===== src/rtl/fm_fb_ctrl.sv =====
// fm_fb_ctrl: op1 self-feedback controller for the FM operator pipeline.
// Ports: clk, rst_n; req_* in, mod_* out; res_* writeback in; ram_* history RAM port; init_done.
module fm_fb_ctrl #(
    parameter int NUM_CH = 32,
    parameter int OUT_W  = 13
) (
    input  logic               clk,
    input  logic               rst_n,
    input  logic               req_valid,
    output logic               req_ready,
    input  logic [4:0]         req_ch,
    input  logic [2:0]         req_fb,
    output logic               mod_valid,
    output logic [4:0]         mod_ch,
    output logic [9:0]         mod_out,
    input  logic               res_valid,
    output logic               res_ready,
    input  logic [4:0]         res_ch,
    input  logic [OUT_W-1:0]   res_data,
    output logic [4:0]         ram_idx,
    output logic [2*OUT_W-1:0] ram_wrdata,
    output logic               ram_wren,
    input  logic [2*OUT_W-1:0] ram_rddata,
    output logic               init_done
);

    typedef enum logic [1:0] {
        INIT,
        IDLE,
        WB
    } state_t;

    localparam logic [4:0] LAST = 5'(NUM_CH - 1);

    state_t             state;
    logic [4:0]         cnt;
    logic [4:0]         wb_ch;
    logic [OUT_W-1:0]   wb_new;
    logic [OUT_W-1:0]   wb_old;

    logic [OUT_W-1:0]   h1;
    logic [OUT_W-1:0]   h0;
    logic signed [OUT_W:0] sum;
    logic [3:0]         sh;
    logic [9:0]         mod_next;

    assign h1 = ram_rddata[2*OUT_W-1:OUT_W];
    assign h0 = ram_rddata[OUT_W-1:0];

    // One extra bit holds the sum of two sign-extended samples exactly.
    assign sum = {h1[OUT_W-1], h1} + {h0[OUT_W-1], h0};
    assign sh  = 4'd9 - {1'b0, req_fb};

    // Low 10 bits of the arithmetic shift: phase wraps mod 1024.
    assign mod_next = (req_fb == 3'd0) ? 10'd0 : 10'(sum >>> sh);

    always_comb begin
        ram_idx    = '0;
        ram_wrdata = '0;
        ram_wren   = 1'b0;
        req_ready  = 1'b0;
        res_ready  = 1'b0;
        unique case (state)
            INIT: begin
                ram_idx  = cnt;
                ram_wren = 1'b1;
            end
            IDLE: begin
                // Writeback wins; a same-cycle request waits out the WB.
                if (res_valid) begin
                    res_ready = 1'b1;
                    ram_idx   = res_ch;
                end else begin
                    req_ready = 1'b1;
                    if (req_valid) ram_idx = req_ch;
                end
            end
            WB: begin
                ram_idx    = wb_ch;
                ram_wren   = 1'b1;
                ram_wrdata = {wb_new, wb_old};
            end
            default: ;
        endcase
    end

    always_ff @(posedge clk or negedge rst_n) begin
        if (!rst_n) begin
            state     <= INIT;
            cnt       <= '0;
            wb_ch     <= '0;
            wb_new    <= '0;
            wb_old    <= '0;
            mod_valid <= 1'b0;
            mod_ch    <= '0;
            mod_out   <= '0;
            init_done <= 1'b0;
        end else begin
            mod_valid <= 1'b0;
            unique case (state)
                INIT: begin
                    cnt <= cnt + 5'd1;
                    if (cnt == LAST) begin
                        init_done <= 1'b1;
                        state     <= IDLE;
                    end
                end
                IDLE: begin
                    if (res_valid) begin
                        // Newest sample becomes h1, previous h1 shifts to h0.
                        wb_ch  <= res_ch;
                        wb_new <= res_data;
                        wb_old <= h1;
                        state  <= WB;
                    end else if (req_valid) begin
                        mod_valid <= 1'b1;
                        mod_ch    <= req_ch;
                        mod_out   <= mod_next;
                    end
                end
                WB: state <= IDLE;
                default: state <= INIT;
            endcase
        end
    end

endmodule


===== config.mk =====
export PLATFORM = sky130hd
export DESIGN_NAME = fm_fb_ctrl
export DESIGN_NICKNAME = d
export VERILOG_FILES = /design/src/rtl/fm_fb_ctrl.sv
export SDC_FILE = /design/constraint.sdc
export NUM_CORES = 1
export LEC_CHECK = 0
export ABC_AREA = 1
export CORE_AREA = 2 2 91 101
export CTS_BUF_LIST = sky130_fd_sc_hd__clkbuf_16
export CTS_CLUSTER_SIZE = 14
export DETAILED_ROUTE_END_ITERATION = 8
export DIE_AREA = 0 0 93 103
export PLACE_DENSITY = 0.74
export SYNTH_ARGS = -nofsm -noshare
export SYNTH_HDL_FRONTEND = slang
export SYNTH_SLANG_ARGS = --single-unit

===== constraint.sdc =====
create_clock -name clk -period 4.8 [get_ports clk]
set_clock_uncertainty 0.2 [all_clocks]
set_input_delay 0.96 -clock clk [delete_from_list [all_inputs] [get_ports clk]]
set_output_delay 0.96 -clock clk [all_outputs]
set_load 0.02 [all_outputs]

==> results.yml, run 1 <==
synth:
  netlist_area_sq_um: 3680
  syn_avg_cell_area_sq_um: 6.814
  synth_cells: 540
  synthesis.nets: 613
  synth_seq_cells: 55
  yosysTopAreaCellShare_pct: 37.40
  yosysWarnings: 0
  ys_types: 31
  synthTopCellsByArea: "dfrtp_1 37%, nand2_1 17%, nand3_1 8.4%"
  yosys.area.top_type: "dfrtp_1"
  yosysSeqAreaShare_pct: 37.40
timing:
  slew_headroom_pct: 29.37
  slew_viol_final: 0
  setup_tns_ps: 0
  max_freq_ghz: 0.2489
  fin_crit_sh_pct: 83.71
  finalHoldViolCount: 0
  setup_viol: 0
  fin_crit_ps: 4018
  worstMarginPinSlew_ps: 1057
  grt_setup_unrepaired: "no"
placed_design:
  dp_hpwl_mm: 7.142
  place_area_sq_um: 4820
  gp_congestion: 0.8809
  port_buffers: 106
setup_path:
  r2r_start: "state[1]$_DFFE_PN0P_"
  worstPathCellList: "clkdlybuf4s50_1 > nor2_1 > nand2_1 > buf_4 > inv_1 > nand2_1 > o2111ai_1 > clkdlybuf4s50_1"
  cp-start-kind: "input port"
  critPathRequiredTime_ps: 3640
  r2r_cells: 10
  crit_slowest_cell: "clkdlybuf4s50_1"
  end_kind: "primary output"
  worstPathArrival_ps: 2860
  worstSetupPathType: "in -> out"
  crit_fanout: 17
  slowest_delay_ps: 660
  worst_r2r_endpoint: "mod_out[3]$_DFFE_PN0P_"
  r2r_slack_ps: 2930
die:
  fp.dieArea_sq_um: 9579
  die_x_microns: 93
  coreArea_sq_um: 8648
  initial_core_util_pct: 42.55
  dieHeight_microns: 103
  ios: 107
  row_count: 36
detailed_routing:
  drcViolationCount: 0
  first_pass_iters: 4
  vias_per_cell: 4.902
  drtIter0Drc: 113
  antenna_left: 0
  wl_per_cell_microns: 11.99
  vias: 3686
  finalWirelength_mm: 9.014
cells_and_area:
  fin_nets: 710
  final_common_cell: "nand2_1"
  diodes: 0
  area_growth_pct: 34.99
  fin_area_sq_um: 4967
  mostFrequentLayoutCells: "169 x nand2_1, 105 x clkdlybuf4s50_1, 78 x inv_1"
  drive_gt1_share_pct: 5.329
cts:
  cts_buffer_depth: 2
  clk_latency_ps: 290
  cts_max_level: 2
  root_buffer: "clkbuf_16"
  post_cts_buffers: 0
  cts-resized-gates: 0
  cts_tree: "done"
  holdBufCountCts: 0
  cts_made_buffers: 5
  clkTransAtPathRegs_ps: 70
  cts_num_sinks: 55
global_routing:
  overflow: 0
  grt_usage_pct: 19.50
  grt_max_degree: 56
  grt_antenna_before_repair: 0
  grt_pass1_vias: 3624
  grt_pass1_wl_mm: 15.39
power:
  p_leak_uw: 0.002489
  ir_drop_mv: 0.1943
  powerDensity_nw_per_um2: 459.2
worst_hold_path:
  hold_depth: 1
  hold_path.startpoint: "init_done$_DFFE_PN0P_"
  hold_path.class: "reg -> reg"
  hold_path_end: "init_done$_DFFE_PN0P_"
outcome:
  outcome: "completed"
flow_run:
  drv_cap: 0
synthesized netlist by cell type:
cell type / count
nor3_1: 2
o21ai_0: 35
nand3_2: 8
a21oi_1: 16
nand3b_1: 2
nand4_1: 2
nor2_2: 1
ha_1: 16
a31oi_1: 2
fa_1: 1
buf_4: 1
nor2_1: 42
or2_0: 1
mux2_2: 1
nand2_1: 169
xor2_1: 3
a21o_1: 1
and2_1: 1
xnor2_1: 1
inv_1: 78
dfrtp_1: 55
nand2_2: 8
o2111ai_1: 5
a21oi_2: 1
nand3_1: 62
o21ai_1: 3
inv_2: 2
buf_2: 5
o211ai_1: 2
or2_4: 1
clkbuf_1: 13
flip-flops by register name, indices dropped and copies added (netlist names):
signal	count
cnt	5
init_done	1
mod_ch	5
mod_out	10
mod_valid	1
state	2
wb_ch	5
wb_new	13
wb_old	13
how the worst max path moves through the flow:
stage | end | cells past startpoint | from | slack, ps
6_report | ram_idx[2] | 8 | res_valid | 780
3_3_place_gp | ram_idx[2] | 8 | res_valid | 840
2_1_floorplan | ram_idx[0] | 5 | res_valid | 1680
4_1_cts | ram_idx[2] | 8 | res_valid | 760
5_1_grt | ram_idx[1] | 8 | res_valid | 630
3_5_place_dp | ram_idx[2] | 8 | res_valid | 770
worst max-delay path, delay by kind of cell:
family,cells,cell delay (ps)
buf+inv,4,1460
simple gates,3,350
compound gates,1,90
power breakdown:
group          internal, uW  switching, uW
logic                   488            656
registers               688           89.6
clock network           195            164
cells by family after synthesis:
group | Yosys count | synth area share, %
buffers and inverters | 99 | 10.37
and+or+nand+nor | 299 | 35.26
xor gates and xnor gates | 4 | 0.9522
DFF | 55 | 37.40
muxes | 1 | 0.3060
AOI/OAI and AO/OA | 65 | 9.724
adders and majority gates | 17 | 5.984
through the flow:
stage	utilization [%]	hold slack [ps]	cells	worst slack, ps	power, uW
4_1_cts	57.44	278.6	752	759.5	2308
3_5_place_dp	55.73	261.6	744	774.7	1937
3_3_place_gp	55.73	248.7	744	841.4	1905
5_1_grt	57.44	298.7	752	628.8	2473
6_report	57.44	279.2	752	781.9	2281
2_1_floorplan	-	263.0	540	1684	1474
final cells by class:
cell class / count / area (sq um)
Clock buffer: 5 / 125.1
Clock inverter: 3 / 22.52
Fill cell: 823 / 3681
Inverter: 80 / 300.3
Multi-Input combinational cell: 386 / 1922
Sequential cell: 55 / 1376
Tap cell: 114 / 142.6
Timing Repair Buffer: 109 / 1079
metal layers:
metal,part of all wire (%),track usage [%],routed length [microns],vias to the layer above
met3,3.4,2.485,306,14
met4,1.6,6.222,141,0
met1,46,24.43,4176,1688
li1,-,-,-,1904
met2,49,35.17,4390,80
met5,0,0,0,-
Power figures use the tool's default switching activity.
==> run 2: changes to the inputs <==
PLACE_DENSITY = 0.77   (was 0.74)
clock period = 3.5 ns   (was 4.8 ns; I/O delays follow)
==> results.yml, run 2 (same netlist as run 1, synthesis figures left out) <==
cts:
  post_cts_buffers: 0
  clkTransAtPathRegs_ps: 70
  clk_latency_ps: 290
  cts_buffer_depth: 2
  root_buffer: "clkbuf_16"
  holdBufCountCts: 0
  cts_max_level: 2
  cts_num_sinks: 55
  cts_made_buffers: 5
  cts_tree: "done"
  cts-resized-gates: 0
detailed_routing:
  wl_met1_mm: 4.223
  vias_per_cell: 4.877
  topRoutingLayerUsed: "met4"
  wl_per_cell_microns: 12.27
  vias: 3687
  met2WireLength_mm: 4.627
  drcViolationCount: 0
  drtIter0Drc: 152
  first_pass_iters: 5
  finalWirelength_mm: 9.279
  antenna_left: 0
  wl_met3_microns: 354
cells_and_area:
  diodes: 0
  mostFrequentLayoutCells: "169 x nand2_1, 105 x clkdlybuf4s50_1, 78 x inv_1"
  top_regs: "wb_new (13), wb_old (13), mod_out (10)"
  fin_area_sq_um: 5004
  final_common_cell: "nand2_1"
  area_growth_pct: 35.97
  drive_gt1_share_pct: 5.919
  fin_nets: 714
die:
  die_x_microns: 93
  coreArea_sq_um: 8648
  initial_core_util_pct: 42.55
  dieHeight_microns: 103
  fp.dieArea_sq_um: 9579
  ios: 107
  row_count: 36
power:
  p_leak_uw: 0.002509
  total_power_uw: 3153
  ir_drop_mv: 0.2709
  powerDensity_nw_per_um2: 630.1
setup_path:
  cp-start-kind: "input port"
  r2r_cells: 11
  timing.critical_path.buf_inv: 3
  crit_slowest_cell: "clkdlybuf4s50_1"
  critPathRequiredTime_ps: 2600
  crit_fanout: 6
  worstPathArrival_ps: 2400
  worstSetupPathType: "in -> out"
  end_kind: "primary output"
  critical-path-top-delay-family: "buffers and inverters"
  slowest_delay_ps: 650
  cp.depth: 7
  worstPathCellList: "clkdlybuf4s50_1 > nor2_1 > nand2_1 > inv_1 > nand2_1 > o2111ai_1 > clkdlybuf4s50_1"
placed_design:
  port_buffers: 106
  place_area_sq_um: 4850
  gp_congestion: 0.8984
  dp_hpwl_mm: 7.188
timing:
  fin_crit_ps: 3299
  max_freq_ghz: 0.3031
  grt_setup_unrepaired: "no"
  worstMarginPinSlew_ps: 669.6
  finalHoldViolCount: 0
  slew_viol_final: 0
  fin_crit_sh_pct: 94.25
  setup_tns_ps: 0
  setup_viol: 0
  slew_headroom_pct: 55.20
outcome:
  outcome: "completed"
global_routing:
  grt_antenna_before_repair: 0
  grt_usage_pct: 19.73
  grt_pass1_wl_mm: 15.44
  grt_max_degree: 53
  grt_pass1_vias: 3536
  overflow: 0
worst_hold_path:
  hold_path.class: "in -> async"
flow_run:
  drv_cap: 0
[run 2: changes by cell type in the layout (fill, tap and decap cells not counted)]
cell / previous run / this run
buf_4: 3 / 7
clkinv_2: 1 / 0
clkinv_4: 1 / 2
inv_6: 1 / 0
inv_8: 0 / 1
[run 2: metal layers]
layer	GRT usage (%)	vias to the layer above
li1	-	1912
met1	24.78	1694
met2	35.73	74
met3	2.778	7
met4	5.317	0
met5	0	-
[run 2: final timing paths]
path	startpoint	to	slack (ps)
max in group asynchronous	rst_n	wb_ch[1]$_DFFE_PN0P_	2110
min	rst_n	wb_old[12]$_DFFE_PN0P_	180
max reg2reg	state[0]$_DFFE_PN0P_	mod_out[3]$_DFFE_PN0P_	1580
max	res_valid	ram_idx[1]	200
min reg2reg	init_done$_DFFE_PN0P_	init_done$_DFFE_PN0P_	260
min in group clk	init_done$_DFFE_PN0P_	init_done$_DFFE_PN0P_	260
[run 2: where the power goes]
group,switching (uW),total [uW],internal [uW],leakage [uW]
Combinational,907,1580,675,0.00176
Sequential,120,1060,943,0.000678
Clock,234,507,273,0.0000759
Total,1260,3150,1890,0.00251
[run 2: layout make-up]
cell class                 instances  area, sq um
clock buffer                       5        125.1
clock inverter                     3        28.78
fill                             854         3645
inverter                          80        300.3
multi-input combinational        386         1922
sequential                        55         1376
tap                              114        142.6
timing repair buffer             113         1109
[run 2: stage by stage]
step / hold slack (ps) / utilization, % / cells / setup WS, ps
finish: 175.2 / 57.86 / 756 / 201.1
floorplan: 204.4 / - / 540 / 899.8
detailed placement: 247.9 / 56.08 / 748 / 208.9
global placement: 244.2 / 56.08 / 748 / 255.6
CTS: 181.6 / 57.86 / 756 / 202.9
global route: 210.9 / 57.86 / 756 / 51.73
